--- config.mk ---
export PLATFORM = sky130hd
export DESIGN_NAME = lcd_cmd_scheduler_flat
export DESIGN_NICKNAME = d
export VERILOG_FILES = /design/src/rtl/lcd_cmd_scheduler_if.sv /design/src/rtl/lcd_cmd_scheduler.sv /design/src/flat_wrapper.sv
export SDC_FILE = /design/constraint.sdc
export NUM_CORES = 1
export LEC_CHECK = 0
export CAP_MARGIN = 10
export CORE_MARGIN = 5
export CORE_UTILIZATION = 40
export CTS_CLUSTER_SIZE = 16
export DETAILED_ROUTE_END_ITERATION = 6
export PLACE_DENSITY = 0.65
export SLEW_MARGIN = 5
export SYNTH_ARGS = -nofsm -noshare
export SYNTH_HDL_FRONTEND = slang
export SYNTH_SLANG_ARGS = --single-unit
export TNS_END_PERCENT = 30
--- constraint.sdc ---
create_clock -name clk -period 3.5 [get_ports clk]
set_input_delay 0.7 -clock clk [delete_from_list [all_inputs] [get_ports clk]]
set_output_delay 0.7 -clock clk [all_outputs]
set_load 0.01 [all_outputs]
--- src/rtl/lcd_cmd_scheduler_if.sv ---
// Byte request channel between the message logic and the LCD command scheduler.
// The master offers a byte with req_valid; the scheduler takes it when req_ready is high.
interface lcd_cmd_scheduler_if;
  logic       req_valid;
  logic       req_ready;
  logic       req_rs;
  logic [7:0] req_data;

  modport master (output req_valid, output req_rs, output req_data, input req_ready);
  modport slave  (input req_valid, input req_rs, input req_data, output req_ready);
endinterface

--- src/rtl/lcd_cmd_scheduler.sv ---
// 4-bit character-LCD write sequencer: power-on init, then each accepted byte
// is sent as two timed lcd_en strobes (high nibble, then low nibble).
module lcd_cmd_scheduler #(
  parameter int T_POWERUP = 750000,
  parameter int T_INIT1   = 205000,
  parameter int T_INIT2   = 5000,
  parameter int T_SETUP   = 2,
  parameter int T_EN      = 12,
  parameter int T_NIB_GAP = 50,
  parameter int T_CMD     = 2000,
  parameter int T_CLEAR   = 82000
) (
  input  logic                 clk,
  input  logic                 reset,
  lcd_cmd_scheduler_if.slave   req_if,
  output logic                 o_init_done,
  output logic                 o_busy,
  output logic [3:0]           o_lcd_d,
  output logic                 o_lcd_rs,
  output logic                 o_lcd_en,
  output logic                 o_lcd_rw
);

  // Timer holds "cycles remaining minus one" so a state lasting N cycles loads N-1.
  localparam logic [19:0] L_POWERUP = 20'(T_POWERUP - 1);
  localparam logic [19:0] L_INIT1   = 20'(T_INIT1 - 1);
  localparam logic [19:0] L_INIT2   = 20'(T_INIT2 - 1);
  localparam logic [19:0] L_SETUP   = 20'(T_SETUP - 1);
  localparam logic [19:0] L_EN      = 20'(T_EN - 1);
  localparam logic [19:0] L_NIB_GAP = 20'(T_NIB_GAP - 1);
  localparam logic [19:0] L_CMD     = 20'(T_CMD - 1);
  localparam logic [19:0] L_CLEAR   = 20'(T_CLEAR - 1);

  // INIT_NIB and CFG double as phase tags held in r_phase while the shared
  // SETUP/PULSE/HOLD/WAIT states do the actual pin work.
  typedef enum logic [3:0] {
    PWR_WAIT, INIT_NIB, INIT_WAIT, CFG, IDLE, SETUP, PULSE, HOLD, GAP, WAIT
  } state_t;

  function automatic logic [3:0] f_init_nib(input logic [1:0] step);
    return (step == 2'd3) ? 4'h2 : 4'h3;
  endfunction

  function automatic logic [19:0] f_init_wait(input logic [1:0] step);
    case (step)
      2'd0:    return L_INIT1;
      2'd1:    return L_INIT2;
      default: return L_CMD;
    endcase
  endfunction

  function automatic logic [7:0] f_cfg_byte(input logic [1:0] step);
    case (step)
      2'd0:    return 8'h28;
      2'd1:    return 8'h06;
      2'd2:    return 8'h0C;
      default: return 8'h01;
    endcase
  endfunction

  state_t      r_state, w_state_next;
  state_t      r_phase, w_phase_next;
  logic [1:0]  r_step, w_step_next;
  logic [19:0] r_timer, w_timer_next;
  logic        r_low, w_low_next;
  logic [7:0]  r_byte, w_byte_next;
  logic        r_rs, w_rs_next;
  logic [3:0]  r_lcd_d, w_lcd_d_next;
  logic        r_lcd_rs, w_lcd_rs_next;
  logic        r_lcd_en, w_lcd_en_next;
  logic        r_ready, w_ready_next;
  logic        r_init_done, w_init_done_next;
  logic        r_busy;

  logic        w_timer_zero;
  logic        w_is_clear;
  logic        w_launch_nib;
  logic [1:0]  w_nib_step;
  logic        w_launch_byte;
  logic [7:0]  w_launch_data;
  logic        w_launch_rs;

  assign w_timer_zero = (r_timer == 20'd0);
  assign w_is_clear   = !r_rs && ((r_byte == 8'h01) || (r_byte == 8'h02));

  always_comb begin
    w_state_next     = r_state;
    w_phase_next     = r_phase;
    w_step_next      = r_step;
    w_timer_next     = r_timer;
    w_low_next       = r_low;
    w_byte_next      = r_byte;
    w_rs_next        = r_rs;
    w_lcd_d_next     = r_lcd_d;
    w_lcd_rs_next    = r_lcd_rs;
    w_lcd_en_next    = r_lcd_en;
    w_ready_next     = r_ready;
    w_init_done_next = r_init_done;
    w_launch_nib     = 1'b0;
    w_nib_step       = r_step;
    w_launch_byte    = 1'b0;
    w_launch_data    = 8'h00;
    w_launch_rs      = 1'b0;

    case (r_state)
      PWR_WAIT: begin
        if (w_timer_zero) w_launch_nib = 1'b1;
        else              w_timer_next = r_timer - 20'd1;
      end
      SETUP: begin
        if (w_timer_zero) begin
          w_state_next  = PULSE;
          w_lcd_en_next = 1'b1;
          w_timer_next  = L_EN;
        end else w_timer_next = r_timer - 20'd1;
      end
      PULSE: begin
        if (w_timer_zero) begin
          w_state_next  = HOLD;
          w_lcd_en_next = 1'b0;
        end else w_timer_next = r_timer - 20'd1;
      end
      HOLD: begin
        if (r_phase == INIT_NIB) begin
          w_state_next = INIT_WAIT;
          w_timer_next = f_init_wait(r_step);
        end else if (!r_low) begin
          w_state_next = GAP;
          w_timer_next = L_NIB_GAP;
        end else begin
          w_state_next = WAIT;
          w_timer_next = w_is_clear ? L_CLEAR : L_CMD;
        end
      end
      GAP: begin
        if (w_timer_zero) begin
          w_state_next = SETUP;
          w_lcd_d_next = r_byte[3:0];
          w_low_next   = 1'b1;
          w_timer_next = L_SETUP;
        end else w_timer_next = r_timer - 20'd1;
      end
      INIT_WAIT: begin
        if (w_timer_zero) begin
          if (r_step == 2'd3) begin
            w_phase_next  = CFG;
            w_step_next   = 2'd0;
            w_launch_byte = 1'b1;
            w_launch_data = f_cfg_byte(2'd0);
          end else begin
            w_step_next  = r_step + 2'd1;
            w_launch_nib = 1'b1;
            w_nib_step   = r_step + 2'd1;
          end
        end else w_timer_next = r_timer - 20'd1;
      end
      WAIT: begin
        if (w_timer_zero) begin
          if (r_phase == CFG && r_step != 2'd3) begin
            w_step_next   = r_step + 2'd1;
            w_launch_byte = 1'b1;
            w_launch_data = f_cfg_byte(r_step + 2'd1);
          end else begin
            w_state_next     = IDLE;
            w_phase_next     = IDLE;
            w_step_next      = 2'd0;
            w_ready_next     = 1'b1;
            w_init_done_next = 1'b1;
          end
        end else w_timer_next = r_timer - 20'd1;
      end
      IDLE: begin
        if (req_if.req_valid && r_ready) begin
          w_launch_byte = 1'b1;
          w_launch_data = req_if.req_data;
          w_launch_rs   = req_if.req_rs;
          w_ready_next  = 1'b0;
        end
      end
      default: w_state_next = PWR_WAIT;
    endcase

    if (w_launch_nib) begin
      w_state_next  = SETUP;
      w_lcd_d_next  = f_init_nib(w_nib_step);
      w_lcd_rs_next = 1'b0;
      w_timer_next  = L_SETUP;
    end
    if (w_launch_byte) begin
      w_state_next  = SETUP;
      w_byte_next   = w_launch_data;
      w_rs_next     = w_launch_rs;
      w_lcd_d_next  = w_launch_data[7:4];
      w_lcd_rs_next = w_launch_rs;
      w_low_next    = 1'b0;
      w_timer_next  = L_SETUP;
    end
  end

  always_ff @(posedge clk) begin
    if (reset) begin
      r_state     <= PWR_WAIT;
      r_phase     <= INIT_NIB;
      r_step      <= 2'd0;
      r_timer     <= L_POWERUP;
      r_low       <= 1'b0;
      r_byte      <= 8'h00;
      r_rs        <= 1'b0;
      r_lcd_d     <= 4'h0;
      r_lcd_rs    <= 1'b0;
      r_lcd_en    <= 1'b0;
      r_ready     <= 1'b0;
      r_init_done <= 1'b0;
      r_busy      <= 1'b1;
    end else begin
      r_state     <= w_state_next;
      r_phase     <= w_phase_next;
      r_step      <= w_step_next;
      r_timer     <= w_timer_next;
      r_low       <= w_low_next;
      r_byte      <= w_byte_next;
      r_rs        <= w_rs_next;
      r_lcd_d     <= w_lcd_d_next;
      r_lcd_rs    <= w_lcd_rs_next;
      r_lcd_en    <= w_lcd_en_next;
      r_ready     <= w_ready_next;
      r_init_done <= w_init_done_next;
      r_busy      <= ~w_ready_next;
    end
  end

  assign req_if.req_ready = r_ready;
  assign o_init_done      = r_init_done;
  assign o_busy           = r_busy;
  assign o_lcd_d          = r_lcd_d;
  assign o_lcd_rs         = r_lcd_rs;
  assign o_lcd_en         = r_lcd_en;
  assign o_lcd_rw         = 1'b0;

endmodule

--- src/flat_wrapper.sv ---
// flat-port wrapper written by rule: the top's interface ports become plain ports
module lcd_cmd_scheduler_flat 
#(
  parameter int T_POWERUP = 750000,
  parameter int T_INIT1   = 205000,
  parameter int T_INIT2   = 5000,
  parameter int T_SETUP   = 2,
  parameter int T_EN      = 12,
  parameter int T_NIB_GAP = 50,
  parameter int T_CMD     = 2000,
  parameter int T_CLEAR   = 82000
)
  (clk, reset, o_init_done, o_busy, o_lcd_d, o_lcd_rs, o_lcd_en, o_lcd_rw, req_if_req_valid, req_if_req_rs, req_if_req_data, req_if_req_ready);
  lcd_cmd_scheduler_if req_if_i ();
  input  logic clk;
  input  logic reset;
  output logic o_init_done;
  output logic o_busy;
  output logic [3:0] o_lcd_d;
  output logic o_lcd_rs;
  output logic o_lcd_en;
  output logic o_lcd_rw;
  input wire logic [$bits(req_if_i.req_valid)-1:0] req_if_req_valid;
  input wire logic [$bits(req_if_i.req_rs)-1:0] req_if_req_rs;
  input wire logic [$bits(req_if_i.req_data)-1:0] req_if_req_data;
  output wire logic [$bits(req_if_i.req_ready)-1:0] req_if_req_ready;
  assign req_if_i.req_valid = req_if_req_valid;
  assign req_if_i.req_rs = req_if_req_rs;
  assign req_if_i.req_data = req_if_req_data;
  assign req_if_req_ready = req_if_i.req_ready;
  lcd_cmd_scheduler #(.T_POWERUP(T_POWERUP), .T_INIT1(T_INIT1), .T_INIT2(T_INIT2), .T_SETUP(T_SETUP), .T_EN(T_EN), .T_NIB_GAP(T_NIB_GAP), .T_CMD(T_CMD), .T_CLEAR(T_CLEAR)) u_core (.clk(clk), .reset(reset), .req_if(req_if_i), .o_init_done(o_init_done), .o_busy(o_busy), .o_lcd_d(o_lcd_d), .o_lcd_rs(o_lcd_rs), .o_lcd_en(o_lcd_en), .o_lcd_rw(o_lcd_rw));
endmodule
# == Word level (Yosys, flattened, before mapping) ==
# Cells that the tools add are included.
# W data, S select, Z words.
# totals
reg_bits,49
word_cells,146
in_bits,12
output_inout_bits,10
# classes
n_bitwise,3
n_eq_ne,32
reduce_logical,30
n_addsub,2
muxes,64
# op_table
cell,n
$mux W20,7
$pmux W20 S4,1
$mux W4,12
$pmux W18 S2,1
$mux W8,4
$pmux W4 S6,1
$pmux W8 S3,1
$logic_not A20 Y1,1
$sub A20 B1 Y20 const B,1
$mux W1,19
$pmux W6 S3,1
$mux W17,1
$eq A4 B3 Y1 const B,4
$ne A4 B1 Y1 const B,4
$mux W2,7
$ne A2 B1 Y1 const B,6
$reduce_and A6 Y1,2
$reduce_and A3 Y1,3
$eq A4 B2 Y1 const B,2
$eq A4 B4 Y1 const B,2
$eq A8 B1 Y1 const B,1
$eq A8 B2 Y1 const B,1
$pmux W4 S2,1
$reduce_and A2 Y1,4
other kinds (27),44

# == Depth between registers and ports, before layout ==
# logic_depth
depth_word,9
ltp_mapped,10
ltp_nobuf,8

# == Least setup slack after synthesis ==
# No wires, ideal clock.
# synth_path
path_type,flip-flop to flip-flop
start,register u_core.r_step[0]
end,register u_core.r_timer[2]
t_required_ps,3376
synth_period_minus_slack_ps,2509
setup_slack_ps,991
path_stages_with_launch,8
t_arrival_ps,2384
n_path_buf,0
setup_ps,124
cell_sequence,dfxtp_1 -> ha_1 -> nor4bb_1 -> mux2i_1 -> or4_4 -> o211ai_2 -> o22ai_1 -> a2111o_1
# synth_between
elab_chain_cells,7
word_cells_on_any_way,16
classes_between,3 x eq/ne; 10 x mux; 3 x reduce/logical
# synth_rtl
element,line_no,source
from (decl),lcd_cmd_scheduler.sv:63,"logic [1:0] r_step, w_step_next;"
from (signal assigned),lcd_cmd_scheduler.sv:218,r_step <= w_step_next;
$ne A2 B2 Y1,lcd_cmd_scheduler.sv:159,if (r_phase == CFG && r_step != 2'd3) begin
$logic_and A1 B1 Y1,lcd_cmd_scheduler.sv:159,
$mux W1,lcd_cmd_scheduler.sv:159,
$mux W1,lcd_cmd_scheduler.sv:158,if (w_timer_zero) begin
$pmux W1 S3,lcd_cmd_scheduler.sv:105,case (r_state)
$ne A4 B4 Y1 (no line) or $reduce_bool A6 Y1 (tied branches),-,
$reduce_and A2 Y1 (no line),-,
to (signal assigned),lcd_cmd_scheduler.sv:219,r_timer <= w_timer_next;
to (decl),lcd_cmd_scheduler.sv:64,"logic [19:0] r_timer, w_timer_next;"
# Parallel ways exist; a longest one is shown, timed or not.
# A chain may end at the register's enable or synchronous reset.

# == Final worst setup path ==
# layout_path
start,register u_core.r_state[0]
end,register u_core.r_state[1]
# layout_between
elab_chain_cells,4
word_cells_on_any_way,20
classes_between,12 x eq/ne; 3 x mux; 1 x bitwise; 4 x reduce/logical
# layout_rtl
element,line_no,source
from (decl),lcd_cmd_scheduler.sv:61,"state_t r_state, w_state_next;"
from (signal assigned),lcd_cmd_scheduler.sv:216,r_state <= w_state_next;
$eq A4 B2 Y1 (tied with other cells),lcd_cmd_scheduler.sv:105,
$reduce_or A3 Y1 (no line),-,
$not A1 Y1 (no line),-,
$reduce_and A6 Y1 (no line),-,
# Parallel ways exist; a longest one is shown, timed or not.

==> impl_metrics.tcl <==
set metrics [dict create \
    start_util 0.411 \
    cp_slowest_cell "dfxtp_1" \
    die_h_um 96.1 \
    min_period_ns 3.01 \
    clk_pin_slew_ns 0.09 \
    grt_usage 0.190 \
    hold_viol 0 \
    core_area_um2 7210 \
    period_share 0.860 \
    final_net_count 427 \
    path_max_fanout 18 \
    maxCapViolations 0 \
    worstPathBufferInverterCount 1 \
    synth_flop_cell "dfxtp_1" \
    ir_drop_mv 0.178 \
    wire_per_inst_um 16.4 \
    synthArstFlopShare 0 \
    netlist.area_leader.share 0.324 \
    finalMaxSlewViolations 0 \
    yosysWarnings 0 \
    cpPeakStageDelay_ns 0.67 \
    overflow 0 \
    grt_pass1_wl_mm 13.9 \
    portBuffers 20 \
    vias 3025 \
    dieArea_um2 9230 \
    drt-total-wl_mm 8.32 \
    maxClockFrequency_mhz 332 \
    mostFrequentLayoutCell "dfxtp_1" \
    slew_headroom 0.495 \
    ctsHoldBuffers 0 \
    synth_top_family_by_area "simple AND/OR/NAND/NOR gates" \
    required_ns 3.72 \
    hp-class "reg -> reg" \
    synth-seq-area-share 0.324 \
    drc 0 \
    rows 31 \
    cts_tree "done" \
    synth_edf_count 0 \
    synth_nets 409 \
    crit_family "compound AO/OA/AOI/OAI gates" \
    tns_ns 0 \
    yosys-top-cells-area "dfxtp_1 32%, a21oi_1 5.7%, nand2_1 4.7%, o21ai_0 4.4%, nor2_1 4.2%" \
    cts_resized 0 \
    dr.pass1.iters 5 \
    diodes 0 \
    hold_slack_ns 0.461 \
    layout_common_cells "48 x dfxtp_1, 37 x nand2_1, 34 x a21oi_1" \
    cts_made_buffers 5 \
    synth_area_um2 2960 \
    dpl_worst_slack_ns 0.576 \
    rsz0062_at_grt "no" \
    synth_compound_area_frac 0.280 \
    endpoint_kind "flop" \
    drive_above_1_share 0.0688 \
    worst_slew_pin_slew_ns 0.756 \
    postCtsSetupBuffers 0 \
    num_io_pins 22 \
    crit_type "reg -> reg" \
    avgSynthCellArea_um2 7.64 \
    postRouteAntennaNets 0 \
    clk_path_buf_depth 2 \
    htreeDepth 2 \
    setup_ws_ns 0.489 \
    setup_viol 0 \
    status "complete, no violations" \
    grt_pass1_vias 2835 \
    synth.area.mux_share 0.00676 \
    path_cells "and4bb_1 -> mux2i_1 -> o41ai_2 -> buf_4 -> a31oi_1 -> nand2_1 -> a211oi_1" \
    hpwlAfterDp_mm 5.99 \
    power_leakage_uw 0.00117 \
    ys_seq_elements 48 \
    postSynthCellCount 388 \
    routed_via_density 5.98 \
    clock-skew-final_ns 0.0123 \
    area_growth_syn_to_layout_pct 14.2 \
    cts.sinks 48 \
    routabilityCongestion 0.965 \
    post-route-util 0.469 \
    antenna_found_initial 0 \
    synth_fa_ha_area_frac 0.0380 \
    critical_path_arrival_ns 3.23 \
    power_density_nw_per_um2 350 \
    worstSkewPairLatency_ns 0.31 \
    cp-start-kind "flop" \
    root_buffer "clkbuf_8" \
    r2r_slack_ns 0.49 \
    grt_max_degree 27 \
    synth_simple_gate_area_share 0.285 \
    die_w_um 96.1 \
    dr.first_iter.drc_count 268 \
    yosysTopAreaCell "dfxtp_1" \
    synth_cell_type_count 63 \
    synth-xor-area-share 0.0148 \
]
-- metrics by stage --
| stage | instance area, um^2 | total power (uW) | instances |
|---|---|---|---|
| after floorplan | 2960 | 766 | 388 |
| after global placement | 3290 | 825 | 498 |
| after detailed placement | 3290 | 825 | 498 |
| after CTS | 3380 | 1190 | 506 |
| after global routing | 3380 | 1240 | 506 |
| final | 3380 | 1180 | 506 |
-- sequential cells by signal, indices dropped and copies added, names as in the netlist, 2 cells and up --
register and count:
u_core.r_timer 20, u_core.r_byte 8, u_core.o_lcd_d 4, u_core.r_state 4
u_core.r_phase 3, u_core.r_step 2
-- layer usage --
metal | share of wire | up-vias | track usage | wire length, um
met4 | 0.015 | 0 | 0.0652 | 125
met1 | 0.47 | 1421 | 0.256 | 3930
met2 | 0.46 | 107 | 0.302 | 3830
met5 | 0 | - | 0 | 0
met3 | 0.052 | 12 | 0.0383 | 435
li1 | - | 1485 | - | -
-- power by group --
group	total (uW)	internal, uW	switching, uW
clock network	366	162	204
registers	618	577	40.8
logic	199	86.6	112
-- synthesized netlist by cell type (all sizes together), types with 3 or more instances --
library cell	number
ha	9
o211ai	8
a31oi	7
or4	6
buf	8
nand3	18
a211oi	7
clkbuf	13
o31ai	6
nor2b	4
inv	15
or3	8
a2111o	3
o21ai	28
nor3	19
nand2	37
nand3b	3
dfxtp	48
a21o	4
o2111ai	3
nor4	9
nor2	33
a21oi	34
xor2	3
o22ai	6
nand2b	6
-- worst paths after layout --
kind | from | end | cells after the start
min | u_core.o_init_done$_SDFFE_PP0P_ | u_core.o_init_done$_SDFFE_PP0P_ | 2
max | u_core.r_state[0]$_SDFFE_PP0P_ | u_core.r_state[1]$_SDFFE_PP0P_ | 7
max reg2reg | u_core.r_state[0]$_SDFFE_PP0P_ | u_core.r_state[1]$_SDFFE_PP0P_ | 7
min reg2reg | u_core.o_init_done$_SDFFE_PP0P_ | u_core.o_init_done$_SDFFE_PP0P_ | 2
-- layout make-up --
cell class	instances	area, um^2
clock buffers	6	82.6
well taps	99	124
multi-input cells	304	1860
inverters	15	56.3
repair buffers	32	290
clock inverters	2	13.8
fillers	741	3830
flip-flops and latches	48	961
-- worst register-to-register path, delay by kind of cell (launching register included) --
family                 cells  cell delay [ns]
AO/OA/AOI/OAI              3             0.92
AND/OR/NAND/NOR            2             0.84
flip-flops                 1             0.67
multiplexers               1             0.32
buffers and inverters      1             0.17
-- cell families after synthesis --
group | count (synthesis)
xor+xnor | 5
compound gates | 126
mux | 2
fa+ha+maj | 9
simple gates | 161
buf+inv | 36
other cells | 1
flops | 48
No activity file was read; power rests on OpenSTA's default activity.
